[src/rtl/axburst_splitter.sv]
// Splits a byte-addressed DMA request into AXI INCR bursts aligned to BL beats,
// tracking outstanding bursts, response errors and an optional idle timeout.
module axburst_splitter #(
   parameter int AXI_DW    = 128,
   parameter int AXI_AW    = 32,
   parameter int AXI_IW    = 8,
   parameter int AXI_LW    = 8,
   parameter int BL        = 16,
   parameter int MAX_OST   = 4,
   parameter int TO_CYCLES = 0,
   parameter int TXN_ID    = 1,
   localparam int L        = $clog2(AXI_DW / 8),
   localparam int OW       = $clog2(MAX_OST + 1)
) (
   input  logic              clk,
   input  logic              reset,
   input  logic              cfg_dma_valid,
   output logic              cfg_dma_ready,
   input  logic [31:0]       cfg_dma_sa,
   input  logic [31:0]       cfg_dma_len,
   input  logic              dma_irq_w1c,
   output logic              dma_irq,
   output logic [3:0]        dma_err,
   output logic              dma_busy,
   output logic [OW-1:0]     ost_cnt,
   output logic [AXI_IW-1:0] axid,
   output logic [AXI_AW-1:0] axaddr,
   output logic [AXI_LW-1:0] axlen,
   output logic [2:0]        axsize,
   output logic [1:0]        axburst,
   output logic              axvalid,
   input  logic              axready,
   input  logic [AXI_IW-1:0] rsp_id,
   input  logic [1:0]        rsp_resp,
   input  logic              rsp_last,
   input  logic              rsp_valid,
   input  logic              rsp_ready
);

   typedef enum logic [1:0] {IDLE, BUSY, RESP, DONE} state_t;

   localparam logic [31:0]   AMASK   = 32'hFFFF_FFFF >> L;
   localparam logic [31:0]   BLM     = 32'(BL - 1);
   localparam logic [31:0]   TO_LAST = 32'(TO_CYCLES) - 32'd1;
   localparam logic [OW-1:0] OST_MAX = OW'(MAX_OST);

   state_t        state;
   logic [31:0]   addr_w, len_w, room, beats, to_cnt;
   logic          ax_hs, rsp_hs, rsp_ev, counting, to_hit;
   logic [OW-1:0] ost_nxt;

   // addr_w/len_w are in beat units; room is the distance to the next BL boundary
   assign room     = 32'(BL) - (addr_w & BLM);
   assign beats    = (len_w < room) ? len_w : room;

   assign cfg_dma_ready = (state == IDLE);
   assign dma_busy      = (state == BUSY) || (state == RESP);
   assign dma_irq       = (state == DONE);
   assign axvalid       = (state == BUSY) && (ost_cnt < OST_MAX);
   assign axaddr        = AXI_AW'(addr_w << L);
   assign axlen         = AXI_LW'(beats - 32'd1);
   assign axsize        = 3'(L);
   assign axburst       = 2'b01;
   assign axid          = AXI_IW'(TXN_ID);

   assign ax_hs    = axvalid && axready;
   assign rsp_hs   = rsp_valid && rsp_ready;
   assign rsp_ev   = rsp_hs && rsp_last;
   assign counting = dma_busy && !ax_hs && !rsp_ev;
   assign to_hit   = (TO_CYCLES != 0) && counting && (to_cnt == TO_LAST);

   always_comb begin
      ost_nxt = ost_cnt;
      if (ax_hs && !rsp_ev)
         ost_nxt = ost_cnt + OW'(1);
      else if (!ax_hs && rsp_ev && ost_cnt != '0)
         ost_nxt = ost_cnt - OW'(1);
   end

   always_ff @(posedge clk) begin
      if (reset) begin
         state   <= IDLE;
         addr_w  <= '0;
         len_w   <= '0;
         ost_cnt <= '0;
         to_cnt  <= '0;
         dma_err <= '0;
      end else begin
         ost_cnt <= ost_nxt;
         to_cnt  <= counting ? to_cnt + 32'd1 : 32'd0;
         if (rsp_hs) begin
            if (rsp_resp != 2'b00 && dma_err[1:0] == 2'b00)
               dma_err[1:0] <= rsp_resp;
            if (rsp_id != AXI_IW'(TXN_ID))
               dma_err[2] <= 1'b1;
         end
         case (state)
            IDLE: if (cfg_dma_valid) begin
               addr_w <= cfg_dma_sa >> L;
               len_w  <= cfg_dma_len >> L;
               state  <= ((cfg_dma_len >> L) != 32'd0) ? BUSY : DONE;
            end
            BUSY: if (ax_hs) begin
               addr_w <= (addr_w + beats) & AMASK;
               len_w  <= len_w - beats;
               if (len_w == beats)
                  state <= (ost_nxt == '0) ? DONE : RESP;
            end else if (to_hit) begin
               dma_err[3] <= 1'b1;
               state      <= DONE;
            end
            RESP: if (ost_nxt == '0) begin
               state <= DONE;
            end else if (to_hit) begin
               dma_err[3] <= 1'b1;
               state      <= DONE;
            end
            DONE: if (dma_irq_w1c) begin
               state   <= IDLE;
               dma_err <= '0;
               ost_cnt <= '0;
               to_cnt  <= '0;
            end
            default: state <= IDLE;
         endcase
      end
   end

endmodule

[config.mk]
export PLATFORM = sky130hd
export DESIGN_NAME = axburst_splitter
export DESIGN_NICKNAME = d
export VERILOG_FILES = /design/src/rtl/axburst_splitter.sv
export SDC_FILE = /design/constraint.sdc
export NUM_CORES = 1
export LEC_CHECK = 0
export ABC_AREA = 1
export CORE_UTILIZATION = 37
export CTS_BUF_LIST = sky130_fd_sc_hd__clkbuf_16
export DETAILED_ROUTE_END_ITERATION = 12
export GPL_TIMING_DRIVEN = 1
export PLACE_DENSITY = 0.62
export SLEW_MARGIN = 20
export SYNTH_ARGS = -nofsm -noshare
export SYNTH_HDL_FRONTEND = slang
export SYNTH_SLANG_ARGS = --single-unit
[constraint.sdc]
create_clock -name clk -period 9.3 [get_ports clk]
set_input_delay 0.93 -clock clk [delete_from_list [all_inputs] [get_ports clk]]
set_output_delay 0.93 -clock clk [all_outputs]
set_load 0.02 [all_outputs]
==> summary.md <==
| Metric | Value |
|---|---|
| Synth cell count leaders | 215 x nand2_1, 162 x nor2_1, 102 x a21oi_1, 100 x inv_1, 68 x dfxtp_1 |
| Top_reg_cell synth | dfxtp_1 |
| WHS Path Cells | 2 |
| Die Y | 133 um |
| Met1 usage | 27.5% |
| Final WL | 18700 um |
| Cell family with the largest share of critical-path delay | buffers and inverters |
| FF-to-FF Start | addr_w[1]$_SDFFE_PP0P_ |
| Diodes inserted | 0 |
| Reg clk slew, reported paths | 0.06 ns |
| Crit-path max FO | 13 |
| Area share of the largest cell type after synthesis | 21.6% |
| Count leader, synth | nand2_1 |
| Sequential Power Share | 15.6% |
| Drt pass-1 iters | 5 |
| Met2 usage | 37.5% |
| CTS tree | yes |
| Worst path required time | 8.37 ns |
| DIE WIDTH | 133 um |
| Crit path cell chain | inv_1, ha_1, inv_1, ha_1, a21oi_1, nand2_1, nand2_1, nand2_1, nand2_1, nand2_4, o21ai_1, inv_1, ha_1, nand3_1, xor2_1, clkdlybuf4s50_1 |
| Final TNS setup | 0 ns |
| Ranking of synthesized cells by area | dfxtp_1 22%, nand2_1 13%, nor2_1 9.6% |
| Number of synthesized register bits | 68 |
| Clk buf depth | 2 |
| Syn avg cell area | 6.17 um2 |
| Combinational power share | 74.6% |
| Fillers | 1775 |
| I/O Pins | 146 |
| First-pass GRT wire length | 31200 um |
| Rel. slew slack | 37.3% |
| Critical Path End Type | primary output |
| Hold worst-path end | dma_err[2]$_SDFF_PP0_ |
| Arr. time, crit path | 3.84 ns |
| Global route total overflow | 0 |
| HPWL after DPL | 14200 um |
| RSZ-0062 raised after global routing | no |
| Final Hold Viols | 0 |
| Htree depth | 3 |
| Number of hold buffers added after CTS | 0 |
| Synthesized netlist cell count | 1022 |
| Distinct cells, synth | 52 |
| Maximum capacitance violations | 0 |
| Worst setup SP type | flop |
| Via density | 4.97 |
| Status | complete, no violations |
| Mapped Area | 6310 um2 |
| R2R setup slack | 5.15 ns |
| Total CTS buffers | 9 |
| Slowest stage cell, crit path | clkdlybuf4s50_1 |
| Hold crit path type | flop to flop |
| Reg2reg path depth | 24 |
| Gr busiest metal | met2 |
| Power, Total | 3500 uW |
| Largest area contributor in the netlist | dfxtp_1 |
| Leakage power | 0.00351 uW |
| Hold Slack | 0.465 ns |
| Buf/Inv on CP | 4 |
| Setup repair bufs after CTS | 0 |
| TritonCTS Sinks | 68 |
| Post-route ant nets | 0 |
| Initial antenna violation count | 0 |
| CORE AREA | 16600 um2 |
| CTS resizes | 0 |
| PwrDens | 439 nW/um2 |
| Vias in the first global route | 6427 |
| Power Internal | 1560 uW |
| Post-synth EDFFs | 0 |
| Yosys warning count | 0 |
| Crit Path Class | flop to primary output |
| Root buf cell | clkbuf_16 |
| Reg-to-reg endpoint | addr_w[24]$_SDFFE_PP0P_ |
| Starting Density | 37.9% |
| Tmin final | 4.77 ns |
| Skew-Pair Late Insertion Delay | 0.35 ns |
| DR iter-0 viols | 467 |
| Switch share | 55.5% |
| Net switching power | 1940 uW |
| Register area share after synthesis | 21.6% |
| Die ar. | 17600 um2 |
| Site Rows | 47 |
| Routed vias | 6803 |
| Hold path start | dma_err[2]$_SDFF_PP0_ |
| Maximum VDD drop | 0.000213 V |
| Nets | 1269 |
| GP Congestion | 0.991 |
| Largest net degree at the start of global routing | 85 |
| Critical Path Most Common Cell | nand2_1 |
| Drt wl/cell | 13.7 um |
| GR Util met3 | 4.10% |
| Fraction of registers with async set/reset | 0% |
| Clock skew | 0.00843 ns |
| Slowest Stage Delay on Critical Path | 0.65 ns |
| Area growth syn-to-layout | 26.4% |
| Crit share post-route | 51.3% |
| Clk pwr share | 9.8% |
| Final-report setup violation count | 0 |
| Pins Over Slew Limit | 0 |
| Port buffer count | 119 |
| Achievable Freq | 0.210 GHz |
| Tot GR Track Use | 21.8% |
| Worst Max-Slew Pin Slew | 0.940 ns |
| Remaining DRCs | 0 |
| Fin util | 47.9% |
| Layout cells sized above 1 | 4.88% |
power groups by stage:
stage	Combinational (uW)	Clock [uW]	Sequential (uW)
floorplan	1850	0	584
detailed placement	2590	0	552
global placement	2570	0	548
CTS	2600	349	546
global route	2930	362	568
finish	2610	342	545
sequential cells by signal (all words and copies together) (netlist names):
| name | flops |
|---|---|
| state | 2 |
| dma_err | 3 |
| addr_w | 28 |
| ost_cnt | 3 |
| len_w | 32 |
per-stage QoR:
stage | area, um2 | instances | setup WS, ns
after floorplan | 6450 | 1059 | 5.41
after global placement | 7690 | 1352 | 4.88
after detailed placement | 7690 | 1352 | 4.88
after CTS | 7970 | 1368 | 4.47
after global routing | 7970 | 1368 | 4.19
final | 7970 | 1368 | 4.53
worst register-to-register path, delay by kind of cell, from the launching register on:
family	cells	cell delay, ns
AO/OA/AOI/OAI	9	1.42
adder cells (fa/ha/maj)	4	1.22
AND/OR/NAND/NOR	8	0.69
flip-flops	1	0.45
buffers and inverters	3	0.21
how the worst max path moves through the flow:
| stage | cells past startpoint | end | startpoint | slack (ns) |
|---|---|---|---|---|
| final | 16 | axlen[4] | addr_w[1]$_SDFFE_PP0P_ | 4.53 |
| after global routing | 16 | axlen[4] | addr_w[1]$_SDFFE_PP0P_ | 4.19 |
| after CTS | 16 | axlen[4] | addr_w[1]$_SDFFE_PP0P_ | 4.47 |
| after detailed placement | 16 | axlen[4] | addr_w[1]$_SDFFE_PP0P_ | 4.88 |
| after global placement | 16 | axlen[4] | addr_w[1]$_SDFFE_PP0P_ | 4.88 |
| after floorplan | 16 | axlen[4] | addr_w[1]$_SDFFE_PP0P_ | 5.41 |
cell usage in the layout (no fill, tap or decap), drive strengths merged, types with 10 or more instances in the layout:
cell / synthesis / layout
o21ai: 57 / 57
xor2: 14 / 14
xnor2: 10 / 10
conb: 2 / 39
nand3: 68 / 68
nor4: 10 / 10
ha: 42 / 42
nor3: 17 / 17
clkdlybuf4s50: 0 / 118
dfxtp: 68 / 68
inv: 105 / 105
nand4: 24 / 24
o21bai: 11 / 11
a21oi: 106 / 106
nor2: 165 / 165
nand2: 228 / 228
final cells by class:
class                      count  area, um2  share of cell area (%)
multi-input combinational    836       4450                    55.8
sequential                    68       1360                    17.1
timing repair buffer         122       1210                    15.2
inverter                     106        398                    4.99
tap                          220        275                    3.45
clock buffer                   9        225                    2.82
clock inverter                 7       57.6                   0.722
routing by layer:
layer | vias up | routed length (um)
met5 | - | 0
met4 | 0 | 446
met3 | 36 | 823
met2 | 174 | 8790
met1 | 3014 | 8670
li1 | 3579 | -
cell families (layout without fill, tap and decap cells):
kind of cell / count (synthesis) / count (layout) / synth area share (%)
AND/OR/NAND/NOR: 522 / 522 / 36.8
XOR/XNOR: 24 / 24 / 3.33
flip-flops: 68 / 68 / 21.6
other: 2 / 39 / 0.119
adder cells (fa/ha/maj): 44 / 44 / 8.96
buffers and inverters: 155 / 244 / 10.3
AO/OA/AOI/OAI: 207 / 207 / 18.9
No activity file was read; power rests on OpenSTA's default activity.
